### config.mk
export PLATFORM = sky130hd
export DESIGN_NAME = branch_redirect_ctrl
export DESIGN_NICKNAME = d
export VERILOG_FILES = /design/src/rtl/branch_redirect_ctrl_pkg.sv /design/src/rtl/branch_redirect_ctrl_sat_counter.sv /design/src/rtl/branch_redirect_ctrl.sv
export SDC_FILE = /design/constraint.sdc
export NUM_CORES = 1
export LEC_CHECK = 0
export CAP_MARGIN = 30
export CORE_MARGIN = 3
export CORE_UTILIZATION = 48
export DETAILED_ROUTE_END_ITERATION = 6
export HOLD_SLACK_MARGIN = 0.02
export PLACE_DENSITY = 0.95
export SYNTH_ARGS = -nofsm -noshare
export SYNTH_HDL_FRONTEND = slang
export SYNTH_SLANG_ARGS = --single-unit
### constraint.sdc
create_clock -name clk -period 3.5 [get_ports clk]
set_input_delay 0.7 -clock clk [delete_from_list [all_inputs] [get_ports clk]]
set_output_delay 0.7 -clock clk [all_outputs]
set_load 0.02 [all_outputs]
### src/rtl/branch_redirect_ctrl_pkg.sv
// Shared pipeline definitions for branch resolution: FSM states, default widths
// and the MIPS opcodes that decode uses to raise id_branch / id_jump.
package branch_redirect_ctrl_pkg;

   localparam int ADDR_W_DEF = 32;
   localparam int CNT_W_DEF  = 16;

   typedef enum logic [1:0] {
      IDLE  = 2'd0,
      REDIR = 2'd1,
      SLOT  = 2'd2
   } br_state_e;

   // Primary opcodes and SPECIAL funct codes for control transfers
   localparam logic [5:0] OP_SPECIAL = 6'h00;
   localparam logic [5:0] OP_REGIMM  = 6'h01;
   localparam logic [5:0] OP_J       = 6'h02;
   localparam logic [5:0] OP_JAL     = 6'h03;
   localparam logic [5:0] OP_BEQ     = 6'h04;
   localparam logic [5:0] OP_BNE     = 6'h05;
   localparam logic [5:0] OP_BLEZ    = 6'h06;
   localparam logic [5:0] OP_BGTZ    = 6'h07;
   localparam logic [5:0] FN_JR      = 6'h08;
   localparam logic [5:0] FN_JALR    = 6'h09;

endpackage

### src/rtl/branch_redirect_ctrl_sat_counter.sv
// Saturating up-counter with asynchronous active-low clear; holds at all-ones.
module sat_counter #(
   parameter int CNT_W = 16
) (
   input  logic             clk,
   input  logic             clr_n,
   input  logic             inc,
   output logic [CNT_W-1:0] cnt
);

   always_ff @(posedge clk or negedge clr_n) begin
      if (!clr_n)
         cnt <= '0;
      else if (inc && !(&cnt))
         cnt <= cnt + 1'b1;
   end

endmodule

### src/rtl/branch_redirect_ctrl.sv
// Branch-resolution back end: registered PC redirect honouring the delay slot
// and stalls, sticky delay-slot transfer error, saturating branch statistics.
module branch_redirect_ctrl
   import branch_redirect_ctrl_pkg::*;
#(
   parameter int ADDR_W = ADDR_W_DEF,
   parameter int CNT_W  = CNT_W_DEF
) (
   input  logic              clk,
   input  logic              rst_n,
   input  logic              id_branch,
   input  logic              id_jump,
   input  logic              cond_taken,
   input  logic [ADDR_W-1:0] id_target,
   input  logic              stall,
   output logic              pc_redirect,
   output logic [ADDR_W-1:0] redirect_pc,
   output logic              ds_error,
   output logic [CNT_W-1:0]  branch_cnt,
   output logic [CNT_W-1:0]  taken_cnt
);

   br_state_e state, state_nxt;
   logic      ctl, taken, accept_idle, slot_xfer;

   // A jump wins when both strobes are high, so cond_taken is ignored then
   assign ctl         = id_branch | id_jump;
   assign taken       = id_jump | (id_branch & cond_taken);
   assign accept_idle = (state == IDLE) && !stall;
   assign slot_xfer   = (state != IDLE) && !stall && ctl;

   always_ff @(posedge clk or negedge rst_n) begin
      if (!rst_n)
         state <= IDLE;
      else
         state <= state_nxt;
   end

   always_comb begin
      state_nxt = state;
      case (state)
         IDLE:    if (accept_idle && ctl) state_nxt = taken ? REDIR : SLOT;
         REDIR:   if (!stall) state_nxt = IDLE;
         SLOT:    if (!stall) state_nxt = IDLE;
         default: state_nxt = IDLE;
      endcase
   end

   // Redirect comes straight from the state register: no path from cond_taken
   always_comb begin
      pc_redirect = (state == REDIR);
   end

   always_ff @(posedge clk or negedge rst_n) begin
      if (!rst_n)
         redirect_pc <= '0;
      else if (accept_idle && ctl && taken)
         redirect_pc <= id_target;
   end

   always_ff @(posedge clk or negedge rst_n) begin
      if (!rst_n)
         ds_error <= 1'b0;
      else if (slot_xfer)
         ds_error <= 1'b1;
   end

   sat_counter #(.CNT_W(CNT_W)) u_branch_cnt (
      .clk   (clk),
      .clr_n (rst_n),
      .inc   (accept_idle & ctl),
      .cnt   (branch_cnt)
   );

   sat_counter #(.CNT_W(CNT_W)) u_taken_cnt (
      .clk   (clk),
      .clr_n (rst_n),
      .inc   (accept_idle & ctl & taken),
      .cnt   (taken_cnt)
   );

endmodule

==> impl_metrics.env, run 1 <==
export IMPL_fill_cells=417
export IMPL_ant_nets=0
export IMPL_max_stage_delay_ns=0.49
export IMPL_clk_pin_slew_ns=0.07
export IMPL_rows=27
export IMPL_cts_resized=0
export IMPL_rsz0062_at_grt="false"
export IMPL_startpoint_type="input port"
export IMPL_grt_overflow=0
export IMPL_wl_met1_um=3190
export IMPL_crit_arrival_ns=2.51
export IMPL_wl_met2_um=3700
export IMPL_cts_buffers=9
export IMPL_stdcell_area_um2=4280
export IMPL_postCtsHoldBufs=0
export IMPL_clock_sinks=67
export IMPL_wl_met3_um=629
export IMPL_r2r_start="state[0]"
export IMPL_skew_ns=0.00524
export IMPL_dpl_instance_area_um2=4080
export IMPL_post_cts_buffers=0
export IMPL_top_layer_used="met4"
export IMPL_slew_viol_final=0
export IMPL_synth_net_count=341
export IMPL_totalWireLength_um=7640
export IMPL_layout_commonest_cell="nand2_1"
export IMPL_crit_cells=5
export IMPL_dp_cells=471
export IMPL_dp_hpwl_um=5620
export IMPL_regToRegEndpoint="u_taken_cnt.cnt[1]"
export IMPL_die_height_um=84.5
export IMPL_mostFrequentLayoutCells="nand2_1, clkdlybuf4s50_1, dfrtp_1, xor2_1, nand4_1"
export IMPL_peakVddDrop_uv=535
export IMPL_path_buf_inv=1
export IMPL_syn_area_per_cell_um2=9.89
export IMPL_via_per_inst=5.39
export IMPL_yosysSeqAreaShare=0.567
export IMPL_drc_errors=0
export IMPL_worstPathMaxFanout=12
export IMPL_netlist_area_leader_share=0.567
export IMPL_drive_above_1_share=0.0678
export IMPL_power_leakage_nw=1.99
export IMPL_cts_htree_levels=3
export IMPL_io_pins=104
export IMPL_maxCapViolations=0
export IMPL_pre_cts_ws_ns=0.891
export IMPL_max_slew_margin_rel=0.503
export IMPL_period_minus_slack_ns=2.28
export IMPL_r2r_cells=6
export IMPL_clkLatencyLatePin_ns=0.33
export IMPL_gp_congestion=0.847
export IMPL_grt_pass1_vias=2725
export IMPL_ys_warn_count=0
export IMPL_grtUsageTotal=0.223
export IMPL_diodes=0
export IMPL_fmax_mhz=438
export IMPL_cp_cell_sequence="clkdlybuf4s50_1 > nor2b_1 > nand2_1 > a21oi_1 > mux2_2"
export IMPL_syn_to_final_growth_pct=44.7
export IMPL_slowest_stage="clkdlybuf4s50_1"
export IMPL_ys_ff_latch=67
export IMPL_io_buffers=103
export IMPL_final_setup_tns_ns=0
export IMPL_yosysUniqueCellTypes=39
export IMPL_path_class="in -> reg"
export IMPL_postSynthCellCount=299
export IMPL_finalNetCount=452
export IMPL_yosys_area_top_type="dfrtp_1"
export IMPL_status="completed"
export IMPL_dieArea_um2=7140
export IMPL_placeableCoreArea_um2=5740
export IMPL_drt_iter0_drc=147
export IMPL_yosys_top_cells_area="dfrtp_1, nand2_1, xor2_1"
export IMPL_grt_first_pass_wirelength_um=12800
export IMPL_hold_viol=0
export IMPL_ff2ff_setup_slack_ns=1.33
export IMPL_root_buffer="clkbuf_8"
export IMPL_antenna_found_initial=0
export IMPL_p_per_area_nw_per_um2=747
export IMPL_critPathCaptureType="register"
export IMPL_tightest_slew_ns=0.738
export IMPL_wl_per_cell_um=15.8
export IMPL_finalPower_mw=3.19
export IMPL_crit_family="simple AND/OR/NAND/NOR gates"
export IMPL_drt_first_pass_iters=4
export IMPL_initial_core_util=0.515
export IMPL_setup_violations_final=0
export IMPL_route_vias_total=2612
export IMPL_die_w_um=84.5
export IMPL_critPathRequiredTime_ns=3.72
export IMPL_synth_area_um2=2960
export IMPL_hold_path_class="in -> async"
export IMPL_cts_tree="yes"
export IMPL_worst_slack_ns=1.22
export IMPL_final_cells=485
export IMPL_grt_max_degree=34
export IMPL_cts_max_path_buffers=2
export IMPL_fin_crit_sh=0.652
## layout make-up
| cell class | count | area, um^2 | share of cell area |
|---|---|---|---|
| Sequential cell | 67 | 1680 | 0.392 |
| Tap cell | 72 | 90.1 | 0.0211 |
| Timing Repair Buffer | 107 | 1060 | 0.247 |
| Multi-Input combinational cell | 221 | 1240 | 0.290 |
| Clock inverter | 2 | 35.0 | 0.00819 |
| Clock buffer | 12 | 165 | 0.0386 |
| Inverter | 4 | 15.0 | 0.00351 |
## layer usage
metal / vias up / GRT usage
met5: - / 0
met4: 0 / 0.0835
met3: 10 / 0.0658
met2: 106 / 0.368
met1: 1250 / 0.278
li1: 1246 / -
## per-stage QoR
step	hold WS [ns]	util
4_1_cts	0.438	0.745
5_1_grt	0.489	0.745
2_1_floorplan	0.404	-
3_5_place_dp	0.451	0.710
3_3_place_gp	0.450	0.710
6_report	0.412	0.745
## registers in the layout, summed over array words and instances, names as in the netlist
signal	flops
ds_error	1
redirect_pc	32
state	2
u_branch_cnt.cnt	16
u_taken_cnt.cnt	16
## Yosys cell counts (all sizes together)
| library cell | instances |
|---|---|
| nor2b | 1 |
| a21oi | 7 |
| a22o | 1 |
| nand3 | 7 |
| or3 | 1 |
| nand4 | 14 |
| dfrtp | 67 |
| and3 | 6 |
| xor2 | 16 |
| nor3 | 7 |
| nor4 | 4 |
| xnor2 | 8 |
| mux2 | 3 |
| mux2i | 1 |
| o21ai | 1 |
| ha | 4 |
| a31oi | 4 |
| or4 | 1 |
| a311oi | 2 |
| clkbuf | 7 |
| inv | 4 |
| nor2 | 8 |
| a211oi | 3 |
| nand4b | 1 |
| nor3b | 1 |
| a21boi | 1 |
| o31ai | 1 |
| a21o | 2 |
| nand2 | 105 |
| and4 | 5 |
| nand3b | 1 |
| o2111ai | 1 |
| o2bb2ai | 1 |
| nand2b | 2 |
| a2111oi | 1 |
## worst max path at each step
| stage | startpoint | endpoint | slack (ns) |
|---|---|---|---|
| 2_1_floorplan | stall | u_taken_cnt.cnt[10] | 1.59 |
| 3_3_place_gp | id_branch | u_taken_cnt.cnt[1] | 1.01 |
| 3_5_place_dp | stall | u_taken_cnt.cnt[1] | 0.89 |
| 4_1_cts | stall | u_taken_cnt.cnt[1] | 1.25 |
| 5_1_grt | stall | u_branch_cnt.cnt[6] | 1.05 |
| 6_report | stall | u_taken_cnt.cnt[1] | 1.22 |
## power by group
group	leakage [nW]	switching (mW)	internal (mW)	total, mW
Combinational	1.03	0.708	0.611	1.32
Sequential	0.856	0.208	1.02	1.23
Clock	0.104	0.270	0.378	0.648
Total	1.99	1.19	2.01	3.19
## cells by family after synthesis
kind of cell	synth area share
AOI/OAI and AO/OA	0.0576
xor gates and xnor gates	0.0711
adders and majority gates	0.0169
buffers and inverters	0.0140
DFF	0.567
muxes	0.0148
and+or+nand+nor	0.259
No activity file was read; power rests on OpenSTA's default activity.
==> run 2: changes to the inputs <==
Settings changed: CORE_UTILIZATION 48 to 45, PLACE_DENSITY 0.95 to 0.9.
Clock period 3.5 ns to 2.1 ns, I/O delays scaled along.
==> run 2 against run 1 <==
Sequential power increased by 64%. First-iteration DRC count decreased by 11%. Clock skew increased by 0.0080 ns. Largest power group unchanged. Critical endpoint is now pc_redirect. Critical path depth decreased by 2.
==> impl_metrics.env, run 2 (synthesis gave the netlist of run 1 again) <==
export IMPL_cts_resized=0
export IMPL_worstPathMaxFanout=2
export IMPL_post_cts_buffers=0
export IMPL_drc_errors=0
export IMPL_gp_congestion=0.822
export IMPL_maxCapViolations=0
export IMPL_syn_to_final_growth_pct=50.2
export IMPL_dieArea_um2=7580
export IMPL_clockPowerShare=0.237
export IMPL_period_minus_slack_ns=1.97
export IMPL_wl_per_cell_um=14.9
export IMPL_critPathRequiredTime_ns=1.68
export IMPL_ant_nets=0
export IMPL_power_internal_mw=3.58
export IMPL_root_buffer="clkbuf_8"
export IMPL_mostFrequentLayoutCells="nand2_1, clkdlybuf4s50_1, dfrtp_1, xor2_1, buf_4"
export IMPL_switching_share=0.361
export IMPL_r2r_cells=6
export IMPL_fin_worst_hold_slack_ns=0.0822
export IMPL_peakVddDrop_uv=714
export IMPL_p_seq_frac=0.361
export IMPL_antenna_found_initial=0
export IMPL_cts_max_path_buffers=2
export IMPL_drt_iter0_drc=131
export IMPL_critPathCaptureType="primary output"
export IMPL_cts_buffers=9
export IMPL_rows=28
export IMPL_p_per_area_nw_per_um2=1260
export IMPL_grtUsageTotal=0.207
export IMPL_diodes=0
export IMPL_clock_sinks=67
export IMPL_placeableCoreArea_um2=6130
export IMPL_fmax_mhz=507
export IMPL_regMostFlops="redirect_pc"
export IMPL_slew_viol_final=0
export IMPL_die_w_um=87.1
export IMPL_setup_violations_final=0
export IMPL_grt_max_degree=68
export IMPL_clk_pin_slew_ns=0.08
export IMPL_tightest_slew_ns=0.485
export IMPL_finalNetCount=464
export IMPL_initial_core_util=0.482
export IMPL_max_slew_margin_rel=0.676
export IMPL_io_pins=104
export IMPL_status="completed"
export IMPL_clkLatencyLatePin_ns=0.34
export IMPL_layout_commonest_cell="nand2_1"
export IMPL_largest_register_ff_count=32
export IMPL_grt_pass1_vias=2624
export IMPL_final_setup_tns_ns=0
export IMPL_hold_path_class="in -> async"
export IMPL_fin_crit_sh=0.939
export IMPL_route_vias_total=2620
export IMPL_totalWireLength_um=7490
export IMPL_drive_above_1_share=0.101
export IMPL_power_leakage_nw=2.07
export IMPL_combPwrFrac=0.403
export IMPL_cts_tree="yes"
export IMPL_skew_ns=0.0132
export IMPL_grt_first_pass_wirelength_um=12300
export IMPL_cts_htree_levels=3
export IMPL_postCtsHoldBufs=0
export IMPL_hold_viol=0
export IMPL_largest_registers="redirect_pc: 32 flops, u_branch_cnt.cnt: 16 flops, u_taken_cnt.cnt: 16 flops"
export IMPL_via_per_inst=5.22
export IMPL_dp_hpwl_um=5370
export IMPL_grt_overflow=0
export IMPL_io_buffers=103
export IMPL_drt_first_pass_iters=4
export IMPL_startpoint_type="register"
export IMPL_crit_arrival_ns=1.55
export IMPL_p_switching_mw=2.02
export IMPL_path_class="reg -> out"
export IMPL_rsz0062_at_grt="false"
export IMPL_die_height_um=87.1
run 2: cell count changes in the layout (fill, tap and decap cells not counted), sizes merged:
cell      delta
bufinv       +2
clkbuf       -2
clkinv       -1
buf         +12
clkinvlp     +3
run 2: final timing paths:
path | startpoint | to | slack (ns)
worst max-delay path | state[1] | pc_redirect | 0.13
worst min-delay path | rst_n | u_branch_cnt.cnt[11] | 0.08
worst max register to register | state[0] | u_taken_cnt.cnt[14] | 0.14
worst min register to register | redirect_pc[20] | redirect_pc[20] | 0.47
max in group asynchronous | rst_n | u_branch_cnt.cnt[1] | 1.72
min in group clk | redirect_pc[20] | redirect_pc[20] | 0.47
run 2: metrics by stage:
stage	worst slack (ns)	instances	utilization	area, um^2	power, mW
4_1_cts	0.0893	502	0.723	4440	5.65
3_5_place_dp	-0.0571	486	0.683	4190	4.31
5_1_grt	0.0243	502	0.724	4440	5.93
6_report	0.127	502	0.724	4440	5.60
3_3_place_gp	-0.00263	486	0.683	4190	4.23
2_1_floorplan	0.317	299	-	2960	3.12
run 2: area by class of cell:
cell class	instances	area [um^2]
Clock inverter	6	113
Timing Repair Buffer	119	1160
Clock buffer	10	138
Sequential cell	67	1680
Inverter	4	15.0
Multi-Input combinational cell	221	1250
Tap cell	75	93.8
Fill cell	423	1690
run 2: critical path: stages, from the launching register on:
cell,delay [ns]
dfrtp_1,0.38
inv_1,0.07
ha_1,0.16
clkdlybuf4s50_1,0.61
run 2: power by group through the flow:
stage	combinational (mW)	sequential (mW)	clock [mW]
global placement	2.21	2.02	0
detailed placement	2.27	2.04	0
CTS	2.28	2.02	1.34
finish	2.26	2.02	1.33
global route	2.45	2.09	1.40
floorplan	0.640	2.48	0
run 2: routing by layer:
metal | GRT usage | up-vias | wire length, um | share of wire
met5 | 0 | - | 0 | 0
met4 | 0.0694 | 0 | 116 | 0.015
met3 | 0.0814 | 12 | 677 | 0.090
met2 | 0.331 | 100 | 3600 | 0.48
met1 | 0.258 | 1234 | 3090 | 0.41
li1 | - | 1274 | - | -
==> run 3: changes to the inputs <==
Settings changed: PLACE_DENSITY 0.9 to 0.89, SYNTH_HIERARCHICAL from default to 1.
==> run 3 against run 2 <==
Total power shrank 2.8%. Clock skew decreased by 0.0065 ns. Largest power group unchanged. Flip-flop and latch count stayed put. Global-route usage decreased by 2.3 points. Worst setup slack better by 0.018 ns. Largest cell class unchanged. Sequential share of layout area fell by 0.15 points.
==> impl_metrics.env, run 3 <==
export IMPL_path_class="in -> reg"
export IMPL_critPathCaptureType="register"
export IMPL_synthArstFlopShare=1.00
export IMPL_yosysUniqueCellTypes=31
export IMPL_io_buffers=103
export IMPL_worstPathMaxFanout=5
export IMPL_wl_per_cell_um=15.6
export IMPL_drt_first_pass_iters=4
export IMPL_initial_core_util=0.474
export IMPL_fill_cells=483
export IMPL_slew_viol_final=0
export IMPL_synth_area_um2=3060
export IMPL_status="completed"
export IMPL_tightest_slew_ns=0.404
export IMPL_cts_buffers=9
export IMPL_die_height_um=88.5
export IMPL_cts_tree="yes"
export IMPL_syn_to_final_growth_pct=45.6
export IMPL_root_buffer="clkbuf_8"
export IMPL_io_pins=104
export IMPL_placeableCoreArea_um2=6460
export IMPL_ant_nets=0
export IMPL_clkLatencyLatePin_ns=0.32
export IMPL_clock_sinks=67
export IMPL_postSynthCellCount=235
export IMPL_synth_edf_count=0
export IMPL_stdcell_area_um2=4460
export IMPL_gr_usage_met2=0.305
export IMPL_skew_ns=0.00673
export IMPL_grt_max_degree=68
export IMPL_die_w_um=88.5
export IMPL_period_minus_slack_ns=1.95
export IMPL_regArea_um2=1680
export IMPL_clk_pin_slew_ns=0.07
export IMPL_post_synth_top_count_cell="dfrtp_1"
export IMPL_netlist_area_leader_share=0.548
export IMPL_diodes=0
export IMPL_use_met1=0.219
export IMPL_largest_registers="redirect_pc: 32 flops, u_branch_cnt/cnt: 16 flops, u_taken_cnt/cnt: 16 flops"
export IMPL_syn_area_per_cell_um2=13.0
export IMPL_totalWireLength_um=6790
export IMPL_antenna_found_initial=0
export IMPL_critPathRequiredTime_ns=2.35
export IMPL_cts_htree_levels=3
export IMPL_max_slew_margin_rel=0.731
export IMPL_grt_first_pass_wirelength_um=11000
export IMPL_dpl_instance_area_um2=4220
export IMPL_crit_arrival_ns=2.21
export IMPL_synth_commonest_cells="dfrtp_1, mux2_2, xor2_1"
export IMPL_hold_path_class="in -> async"
export IMPL_setup_violations_final=0
export IMPL_largest_register_ff_count=32
export IMPL_yosys_top_cells_area="dfrtp_1, mux2_2, xor2_1"
export IMPL_yosys_area_top_type="dfrtp_1"
export IMPL_power_leakage_nw=1.97
export IMPL_met3_usage=0.0587
export IMPL_regMostFlops="redirect_pc"
export IMPL_dieArea_um2=7830
export IMPL_fin_crit_sh=0.931
export IMPL_ys_flop_type="dfrtp_1"
export IMPL_hold_viol=0
export IMPL_dp_hpwl_um=4970
export IMPL_rsz0062_at_grt="true"
export IMPL_ys_ff_latch=67
export IMPL_ys_warn_count=6
export IMPL_yosysSeqAreaShare=0.548
export IMPL_p_per_area_nw_per_um2=1220
export IMPL_gp_congestion=0.796
export IMPL_multi_input_area_um2=1340
export IMPL_top_usage_layer="met2"
export IMPL_drive_above_1_share=0.229
export IMPL_startpoint_type="input port"
export IMPL_peakVddDrop_uv=858
export IMPL_synth_net_count=277
export IMPL_cts_max_path_buffers=2
export IMPL_mostFrequentLayoutCells="clkdlybuf4s50_1, dfrtp_1, mux2_2, xor2_1"
export IMPL_final_setup_tns_ns=0
export IMPL_drt_iter0_drc=80
export IMPL_drc_errors=0
export IMPL_maxCapViolations=0
export IMPL_route_vias_total=2294
export IMPL_grt_overflow=0
export IMPL_grt_pass1_vias=2349
export IMPL_fin_worst_hold_slack_ns=0.105
export IMPL_postCtsHoldBufs=0
export IMPL_rows=29
export IMPL_fmax_mhz=512
export IMPL_finalNetCount=396
export IMPL_grtUsageTotal=0.184
export IMPL_via_per_inst=5.27
export IMPL_layout_commonest_cell="clkdlybuf4s50_1"
[run 3: through the flow]
step                      power (mW)  std cells  setup WS [ns]   util
after CTS                       5.50        434         0.0543  0.686
after detailed placement        4.36        419         -0.247  0.653
final                           5.44        435          0.146  0.690
after floorplan                 3.19        235         0.0215      -
after global routing            5.77        435       -0.00219  0.690
after global placement          4.27        419         -0.138  0.653
[run 3: cells by family after synthesis]
group | synth area share
compound gates | 0.0286
xor+xnor | 0.0629
fa+ha+maj | 0.0163
buf+inv | 0.0204
flops | 0.548
mux | 0.147
simple gates | 0.177
[run 3: worst paths after layout]
| check | startpoint | end | slack [ns] | depth (start not counted) |
|---|---|---|---|---|
| hold / removal | rst_n | redirect_pc[0] | 0.11 | 2 |
| max in group asynchronous | rst_n | redirect_pc[10] | 1.71 | 2 |
| setup reg to reg | state[1] | u_taken_cnt/cnt[14] | 0.15 | 8 |
| setup / recovery | stall | u_branch_cnt/cnt[10] | 0.15 | 8 |
| min in group clk | ds_error | ds_error | 0.48 | 1 |
| hold reg to reg | ds_error | ds_error | 0.48 | 1 |
[run 3: repair_timing]
item | in CTS | in global routing
setup endpoints to repair | 0 | 13
resized for setup | 0 | 4
setup buffers | 0 | 1
[run 3: where the power goes]
part           internal, mW  switching (mW)
clock                 0.673           0.443
sequential             1.72           0.357
combinational          1.20            1.05
total                  3.59            1.85
[run 3: area by class of cell]
class                      count  area share
tap                           77      0.0216
sequential                    67       0.376
multi-input combinational    158       0.300
clock buffer                  14      0.0410
timing repair buffer         113       0.250
clock inverter                 1     0.00674
inverter                       5     0.00421
[run 3: layer usage]
| layer | vias up | wire length, um |
|---|---|---|
| met2 | 82 | 3440 |
| met5 | - | 0 |
| met3 | 4 | 523 |
| met1 | 1128 | 2790 |
| li1 | 1080 | - |
| met4 | 0 | 41 |
[run 3: critical path: stages]
cell and delay [ns]:
clkdlybuf4s50_1 0.48, o21ba_2 0.27, and2_1 0.19, buf_4 0.15, and4_1 0.24, o211ai_1 0.16, nor2_1 0.15, xor2_1 0.15
